===== src/rtl/matmul_result_display.sv =====
// Seven-segment display of the four signed 4-bit results from the 2x2 matrix multiplier.
// It captures the results on res_valid, then shows the elements one at a time.
// The decimal point marks a negative value, and a blank gap follows each element.
// An "E" is shown when the multiplier reports an operand error.
module matmul_result_display #(
    parameter int unsigned DWELL_CYCLES = 10000000,
    parameter int unsigned GAP_CYCLES   = 2000000,
    parameter int unsigned CNT_W        = 24
) (
    input  logic        clk,
    input  logic        rst_n,
    input  logic        ena,
    input  logic        res_valid,
    input  logic [15:0] res_data,
    input  logic        res_err,
    output logic [6:0]  seg,
    output logic        dp,
    output logic [1:0]  idx,
    output logic        busy
);

    typedef enum logic [1:0] {
        StIdle = 2'd0,
        StShow = 2'd1,
        StGap  = 2'd2,
        StErr  = 2'd3
    } state_e;

    localparam logic [CNT_W-1:0] DwellLast = CNT_W'(DWELL_CYCLES - 1);
    // When there is no gap, this value is never used, because the GAP state cannot be reached.
    localparam logic [CNT_W-1:0] GapLast   =
        (GAP_CYCLES == 0) ? '0 : CNT_W'(GAP_CYCLES - 1);
    localparam logic [6:0]       SegE      = 7'h79;

    state_e           state_q, state_d;
    logic [CNT_W-1:0] cnt_q, cnt_d;
    logic [15:0]      data_q, data_d;
    logic [1:0]       idx_q, idx_d;
    logic [6:0]       seg_q, seg_d;
    logic             dp_q, dp_d;
    logic             busy_q, busy_d;

    logic [3:0]       elem;
    logic [3:0]       mag;

    // Map a magnitude in the range 0..8 to segments {g,f,e,d,c,b,a}.
    function automatic logic [6:0] seg_decode(input logic [3:0] m);
        logic [6:0] s;
        case (m)
            4'd0:    s = 7'h3F;
            4'd1:    s = 7'h06;
            4'd2:    s = 7'h5B;
            4'd3:    s = 7'h4F;
            4'd4:    s = 7'h66;
            4'd5:    s = 7'h6D;
            4'd6:    s = 7'h7D;
            4'd7:    s = 7'h07;
            4'd8:    s = 7'h7F;
            default: s = 7'h00;
        endcase
        return s;
    endfunction

    // Next-state logic: a capture takes priority over dwell or gap expiry, and ena=0 freezes everything.
    always_comb begin
        state_d = state_q;
        cnt_d   = cnt_q;
        data_d  = data_q;
        idx_d   = idx_q;
        if (ena) begin
            if (res_valid) begin
                cnt_d = '0;
                idx_d = 2'd0;
                if (res_err) begin
                    state_d = StErr;
                end else begin
                    state_d = StShow;
                    data_d  = res_data;
                end
            end else begin
                unique case (state_q)
                    StShow: begin
                        if (cnt_q == DwellLast) begin
                            cnt_d = '0;
                            if (GAP_CYCLES == 0) begin
                                idx_d = idx_q + 2'd1;
                            end else begin
                                state_d = StGap;
                            end
                        end else begin
                            cnt_d = cnt_q + 1'b1;
                        end
                    end
                    StGap: begin
                        if (cnt_q == GapLast) begin
                            cnt_d   = '0;
                            idx_d   = idx_q + 2'd1;
                            state_d = StShow;
                        end else begin
                            cnt_d = cnt_q + 1'b1;
                        end
                    end
                    default: ;
                endcase
            end
        end
    end

    // Outputs are decoded from the next state, so that they register with a latency of one edge.
    always_comb begin
        elem   = data_d[{idx_d, 2'b00} +: 4];
        mag    = elem[3] ? 4'(~elem + 4'd1) : elem;
        seg_d  = 7'h00;
        dp_d   = 1'b0;
        busy_d = 1'b0;
        unique case (state_d)
            StShow: begin
                seg_d  = seg_decode(mag);
                dp_d   = elem[3];
                busy_d = 1'b1;
            end
            StGap:   busy_d = 1'b1;
            StErr:   seg_d  = SegE;
            default: ;
        endcase
    end

    // Register the state and all outputs, with an asynchronous active-low clear.
    always_ff @(posedge clk or negedge rst_n) begin
        if (!rst_n) begin
            state_q <= StIdle;
            cnt_q   <= '0;
            data_q  <= '0;
            idx_q   <= 2'd0;
            seg_q   <= 7'h00;
            dp_q    <= 1'b0;
            busy_q  <= 1'b0;
        end else begin
            state_q <= state_d;
            cnt_q   <= cnt_d;
            data_q  <= data_d;
            idx_q   <= idx_d;
            seg_q   <= seg_d;
            dp_q    <= dp_d;
            busy_q  <= busy_d;
        end
    end

    assign seg  = seg_q;
    assign dp   = dp_q;
    assign idx  = idx_q;
    assign busy = busy_q;

endmodule

===== config.mk =====
export PLATFORM = sky130hd
export DESIGN_NAME = matmul_result_display
export DESIGN_NICKNAME = d
export VERILOG_FILES = /design/src/rtl/matmul_result_display.sv
export SDC_FILE = /design/constraint.sdc
export NUM_CORES = 1
export LEC_CHECK = 0
export ABC_AREA = 1
export BUFFER_PORTS_ARGS = -buffer_cell sky130_fd_sc_hd__clkbuf_2
export CAP_MARGIN = 40
export CELL_PAD_IN_SITES_DETAIL_PLACEMENT = 0
export CELL_PAD_IN_SITES_GLOBAL_PLACEMENT = 1
export CORE_MARGIN = 8
export CORE_UTILIZATION = 47
export CTS_CLUSTER_DIAMETER = 60
export DETAILED_ROUTE_END_ITERATION = 10
export PLACE_DENSITY_LB_ADDON = 0.1
export SLEW_MARGIN = 20
export SYNTH_ARGS = -nofsm -noshare
export SYNTH_HDL_FRONTEND = slang
export SYNTH_SLANG_ARGS = --single-unit

===== constraint.sdc =====
create_clock -name clk -period 8.09 [get_ports clk]
set_input_delay 1.618 -clock clk [delete_from_list [all_inputs] [get_ports clk]]
set_output_delay 1.618 -clock clk [all_outputs]
set_load 0.02 [all_outputs]

### Word-level counts from Yosys, hierarchy flattened

Memory sizes are Yosys's and may differ from the RTL's.
Index checks and enable logic that the tools add are counted.

| cells by class | value |
|---|---|
| order comparisons | 0 |
| muxes and demuxes | 21 |
| equal/unequal tests | 7 |
| multiply operators | 0 |
| bitwise operators | 1 |
| divide/modulo/power cells | 0 |
| reductions and logical operators | 3 |
| add/sub/neg operators | 3 |
| shift operators | 1 |

Operators by type and width:

| operator | number |
|---|---|
| 24-bit 2-to-1 mux | 3 |
| 16-bit 2-to-1 mux | 3 |
| 24-bit one-hot mux with 2 select lines | 1 |
| 24-bit by 1-bit adder with 24-bit output, second input constant | 1 |
| 24-bit by 21-bit == test with 1-bit output, second input constant | 1 |
| 24-bit == test, second input constant | 1 |
| 2-bit 2-to-1 mux | 9 |
| 16-bit by 5-bit variable part select with 4-bit output | 1 |
| 7-bit one-hot mux with 2 select lines | 1 |
| 2-bit == test, second input constant | 3 |
| 4-bit by 1-bit adder with 4-bit output, second input constant | 1 |
| 2-bit by 1-bit == test with 1-bit output, second input constant | 2 |
| 4-bit 2-to-1 mux | 1 |
| 4-bit NOT | 1 |
| 2-bit one-hot mux with 2 select lines | 1 |
| 3-bit nonzero test | 1 |
| 2-bit by 1-bit adder with 2-bit output, second input constant | 1 |
| 1-bit 2-to-1 mux | 2 |
| 2-bit AND reduction | 1 |
| 2-bit OR reduction | 1 |

| storage, ports and cells | value |
|---|---|
| memory bits (writable) | 0 |
| memory bits (read-only) | 112 |
| logic and storage cells | 44 |
| output and inout port bits | 11 |
| bits in latches | 0 |
| memories kept | 1 |
| register bits after elaboration | 53 |

Memories:

| memory | words | width | rd ports | clocked after Yosys merged registers in | wr ports | line | source |
|---|---|---|---|---|---|---|---|
| (name not given) | 16 | 7 | 1 | 0 | 0 | 49 | `case (m)` |

### Longest topological paths before layout

An unclocked memory read counts as a cell.

| logic depth | value |
|---|---|
| depth after elaboration | 11 |
| mapped depth | 23 |
| mapped depth without buffers | 23 |

### Worst setup path after synthesis

OpenSTA, ideal clock, no wires.

| path | value |
|---|---|
| kind | in2reg |
| start point | input port ena |
| end point | register seg_q[3] (netlist: seg[3]) |
| data required time | 7.970 ns |
| stages on the path | 17 |
| arrival | 3.563 ns |
| setup slack | 4.408 ns |
| setup time | 0.120 ns |
| path buffers | 2 |
| cell sequence | nand2_2 or2_1 buf_6 buf_2 o21ai_1 nand4_1 nand3_1 nand2_1 inv_1 ha_1 nand2_1 nand2_1 ha_1 nand2_1 nand3_1 nand2_1 nand2_1 |

| between the ends | value |
|---|---|
| longest elaborated chain between the ends | 7 |

Ends and longest elaborated chain:

| element | line | source |
|---|---|---|
| from (decl) | 12 | `input logic ena,` |
| 16-bit 2-to-1 mux or 2-bit 2-to-1 mux (tied branches) | 70 | `if (ena) begin` |
| 16-bit by 5-bit variable part select with 4-bit output | 111 | `elem = data_d[{idx_d, 2'b00} +: 4];` |
| 4-bit NOT | 112 | `mag = elem[3] ? 4'(~elem + 4'd1) : elem;` |
| 4-bit by 1-bit adder with 4-bit output | 112 |  |
| 4-bit 2-to-1 mux | 112 |  |
| memory read 16 x 7 bit | -- |  |
| 7-bit one-hot mux with 2 select lines (*) | 116 | `unique case (state_d)` |
| via seg_d[3] | 39 | `logic [6:0] seg_q, seg_d;` |
| to (signal assigned) | 143 | `seg_q <= seg_d;` |
| to (decl) | 39 |  |

The timed path passes the listed nets; every way through them passes the cells marked *.
A chain may end at the register's enable or synchronous reset.

### Worst setup path after layout

| path | value |
|---|---|
| start point | input port res_valid |
| end point | register seg_q[5] (netlist: seg[5]) |

| between the ends | value |
|---|---|
| longest elaborated chain between the ends | 8 |

Ends and longest elaborated chain:

| element | line | source |
|---|---|---|
| from (decl) | 13 | `input logic res_valid,` |
| 16-bit 2-to-1 mux or 2-bit 2-to-1 mux (tied branches) | 71 | `if (res_valid) begin` |
| 16-bit 2-to-1 mux or 2-bit 2-to-1 mux (tied branches) | 70 |  |
| 16-bit by 5-bit variable part select with 4-bit output | 111 |  |
| 4-bit NOT | 112 |  |
| 4-bit by 1-bit adder with 4-bit output | 112 |  |
| 4-bit 2-to-1 mux | 112 |  |
| memory read 16 x 7 bit | -- |  |
| 7-bit one-hot mux with 2 select lines (*) | 116 |  |
| via seg_d[5] | 39 |  |

Marks and branches as above.

==> impl_metrics.py <==
metrics = {
    "global_route": {
        "grt_util_all_layers": 0.159,
        "grt_overflow": 0,
        "antenna_found_initial": 0,
        "grt_first_pass_wirelength_um": 12800,
        "grt_pass1_vias": 2840,
        "grt_start_max_net_pins": 54,
    },
    "critical_path": {
        "r2r_setup_slack_ns": 4.68,
        "worstPathCellList": "clkbuf_2, nand2_2, or2_1, buf_8, nand2_1, o21ai_1, nand4_1, nand3_1, nand2_2, inv_1, ha_1, inv_1, nand3_1, nand2_2, nand2_2, nand3_1, nand2_1, nand2_1, nand2_1",
        "reg2regPathDepth": 21,
        "worst_r2r_endpoint": "seg[3]",
        "critPathKind": "input pin to flip-flop",
        "slowest_stage_cell_crit_path": "sky130_fd_sc_hd__or2_1",
        "r2r_start": "cnt_q[16]",
        "max_stage_delay_ns": 0.49,
        "crit_arrival_ns": 4.31,
        "setup.worst_path.end_class": "flip-flop",
        "cp.required_ns": 8.35,
        "worstSetupStartpointType": "input pin",
        "worstPathMaxFanout": 18,
    },
    "sta": {
        "timing.slew.headroom": 0.538,
        "post-route-worst-setup-slack_ns": 4.03,
        "period_needed_ns": 4.06,
        "hold_violations": 0,
        "final-setup-viol-count": 0,
        "clock_skew_ns": 0.00939,
        "totalNegativeSetupSlack_ns": 0,
        "fmax_mhz": 246,
        "tightestPinTransition_ns": 0.687,
        "timing_max_transition_violations_final": 0,
        "hold_slack_ns": 0.478,
        "rsz_0062_raised_after_global_routing": "false",
        "post-route-period-util": 0.501,
    },
    "route": {
        "via_per_inst": 5.16,
        "ant_nets": 0,
        "post-route-drc-count": 0,
        "drc_violation_total_after_the_first_tritonroute_iteration": 104,
        "route.detailed.wl_per_inst_um": 13.6,
        "totalWireLength_um": 7380,
        "dr_total_vias": 2809,
        "drt_pre_antenna_iters": 5,
    },
    "floorplan": {
        "fp-row-count": 30,
        "die-height_um": 99.0,
        "io-pin-count": 32,
        "fp.dieArea_mm2": 0.00979,
        "dieWidth_um": 99.0,
        "coreArea_mm2": 0.00672,
        "initial_utilization": 0.481,
    },
    "power": {
        "vdd_ir_drop_max_uv": 147,
        "power_density_mw_per_mm2": 216,
        "pwr-share-seq": 0.420,
        "clkPwrFrac": 0.250,
        "cell_internal_pwr_mw": 0.491,
        "power.leakage_nw": 1.81,
        "power_switching_share": 0.362,
        "p_switching_mw": 0.279,
        "power.combinational.fraction": 0.330,
    },
    "clock_network": {
        "postCtsSetupBuffers": 0,
        "clk_pin_slew_ns": 0.09,
        "worstSkewPairLatency_ns": 0.32,
        "clock-sinks": 53,
        "htreeDepth": 2,
        "postCtsHoldBufs": 0,
        "cts_tree": "yes",
        "cts_inserted_buffers": 5,
        "ctsResizeCount": 0,
        "clk_root_buffer_cell": "sky130_fd_sc_hd__clkbuf_8",
        "cts.path.max_buffers": 2,
    },
    "synthesis": {
        "ys_warn_count": 0,
        "synth.distinct_cells": 42,
        "syn_inst": 431,
        "synth_top_cells_by_area": "sky130_fd_sc_hd__dfrtp_1 (41%), sky130_fd_sc_hd__nand2_1 (12%), sky130_fd_sc_hd__inv_1 (8.7%)",
        "post_synth.cell_area_avg_um2": 7.50,
        "synthDominantCellAreaShare": 0.410,
        "post-synth-top-count-cell": "sky130_fd_sc_hd__nand2_1",
        "ys_dominant_reg_cell": "sky130_fd_sc_hd__dfrtp_1",
        "synth_nets": 461,
        "synthesis.area_mm2": 0.00323,
        "ys_seq_elements": 53,
        "synth_async_reset_ratio": 1.00,
        "seq_area_frac_synth": 0.410,
        "synth_top_cells_by_count": "sky130_fd_sc_hd__nand2_1 (103), sky130_fd_sc_hd__inv_1 (75), sky130_fd_sc_hd__dfrtp_1 (53)",
        "synth_enable_flop_cells": 0,
        "post-synth-top-area-cell": "sky130_fd_sc_hd__dfrtp_1",
    },
    "outcome": {
        "outcome": "finished, final reports clean",
    },
    "placed_design": {
        "dpl-instance-area_mm2": 0.00345,
        "final_wtd_congestion": 0.853,
        "buffer_ports.inserted": 31,
        "placed_instances": 536,
        "dp_slack_ns": 3.71,
        "dp.final_hpwl_um": 5650,
    },
    "hold_path": {
        "hold_depth": 2,
        "worstHoldPathType": "flip-flop to flip-flop",
        "min-delay-start": "data_q[14]",
        "min_to": "data_q[14]",
    },
    "run": {
        "drv_cap": 0,
    },
    "finish": {
        "finalInstanceArea_mm2": 0.00357,
        "proportion_of_layout_cells_with_a_drive_suffix_above_1": 0.144,
        "instances_no_fill": 544,
        "antenna-diode-count": 0,
        "syn_to_final_growth_pct": 10.4,
        "layout.nets": 493,
    },
}
worst max path at each step:
stage	start	endpoint	slack, ns	depth (start not counted)
2_1_floorplan	ena	seg[3]	4.41	17
5_1_grt	res_valid	seg[5]	3.74	19
6_report	res_valid	seg[5]	4.03	19
4_1_cts	res_valid	seg[3]	4.04	18
3_5_place_dp	res_valid	seg[3]	3.71	18
3_3_place_gp	res_valid	seg[3]	3.52	17
cell type report:
type	count	area [um^2]
Multi-Input combinational cell	291	1550
Tap cell	80	100
Fill cell	675	3150
Clock buffer	6	82.6
Sequential cell	53	1330
Timing Repair Buffer	33	178
Inverter	79	297
Clock inverter	2	37.5
critical path: cells and delay by family:
| family | cells | cell delay (ns) |
|---|---|---|
| buffers and inverters | 4 | 0.55 |
| and+or+nand+nor | 13 | 1.74 |
| adders and majority gates | 1 | 0.28 |
| AOI/OAI and AO/OA | 1 | 0.13 |
layer usage:
metal	part of all wire	track usage	vias to the layer above
met1	0.45	0.185	1308
met2	0.50	0.278	34
met5	0	0	-
met3	0.029	0.0359	10
met4	0.016	0.0543	0
li1	-	-	1457
sequential cells by signal (all words and copies together) (netlist names):
signal,cells
cnt_q,24
dp,1
data_q,16
state_q,2
busy,1
idx,2
seg,7
power by group through the flow:
stage               Clock [mW]  Sequential (mW)  Combinational (mW)
floorplan                    0            0.354               0.159
global placement             0            0.329               0.255
detailed placement           0            0.329               0.257
CTS                      0.198            0.324               0.259
global route             0.207            0.328               0.290
finish                   0.192            0.323               0.254
cell usage in the layout (no fill, tap or decap), types with 2 or more instances in the layout:
cell type,count
sky130_fd_sc_hd__nor4_1,3
sky130_fd_sc_hd__o22ai_1,6
sky130_fd_sc_hd__clkbuf_2,31
sky130_fd_sc_hd__nand3b_1,2
sky130_fd_sc_hd__o21ai_1,14
sky130_fd_sc_hd__dfrtp_1,53
sky130_fd_sc_hd__mux2i_1,2
sky130_fd_sc_hd__nand2_2,7
sky130_fd_sc_hd__inv_2,4
sky130_fd_sc_hd__o21a_1,2
sky130_fd_sc_hd__nand3_1,36
sky130_fd_sc_hd__nor3_1,9
sky130_fd_sc_hd__nor2_2,2
sky130_fd_sc_hd__nand4_1,16
sky130_fd_sc_hd__inv_1,75
sky130_fd_sc_hd__o21ai_0,16
sky130_fd_sc_hd__a21oi_1,9
sky130_fd_sc_hd__clkbuf_8,6
sky130_fd_sc_hd__o21ai_2,2
sky130_fd_sc_hd__nand2_1,103
sky130_fd_sc_hd__nand2_4,2
sky130_fd_sc_hd__nor2_4,4
sky130_fd_sc_hd__nor2_1,26
sky130_fd_sc_hd__xor2_1,6
sky130_fd_sc_hd__ha_1,9
per-stage QoR:
step | total power [mW] | util
final | 0.770 | 0.532
after global routing | 0.825 | 0.532
after CTS | 0.781 | 0.532
after detailed placement | 0.587 | 0.514
after global placement | 0.584 | 0.512
after floorplan | 0.513 | -
kinds of logic after synthesis:
kind of cell	synth area share
mux	0.00619
fa+ha+maj	0.0348
simple gates	0.318
compound gates	0.102
flops	0.410
buf+inv	0.110
xor+xnor	0.0190
No activity file was read; power rests on OpenSTA's default activity.
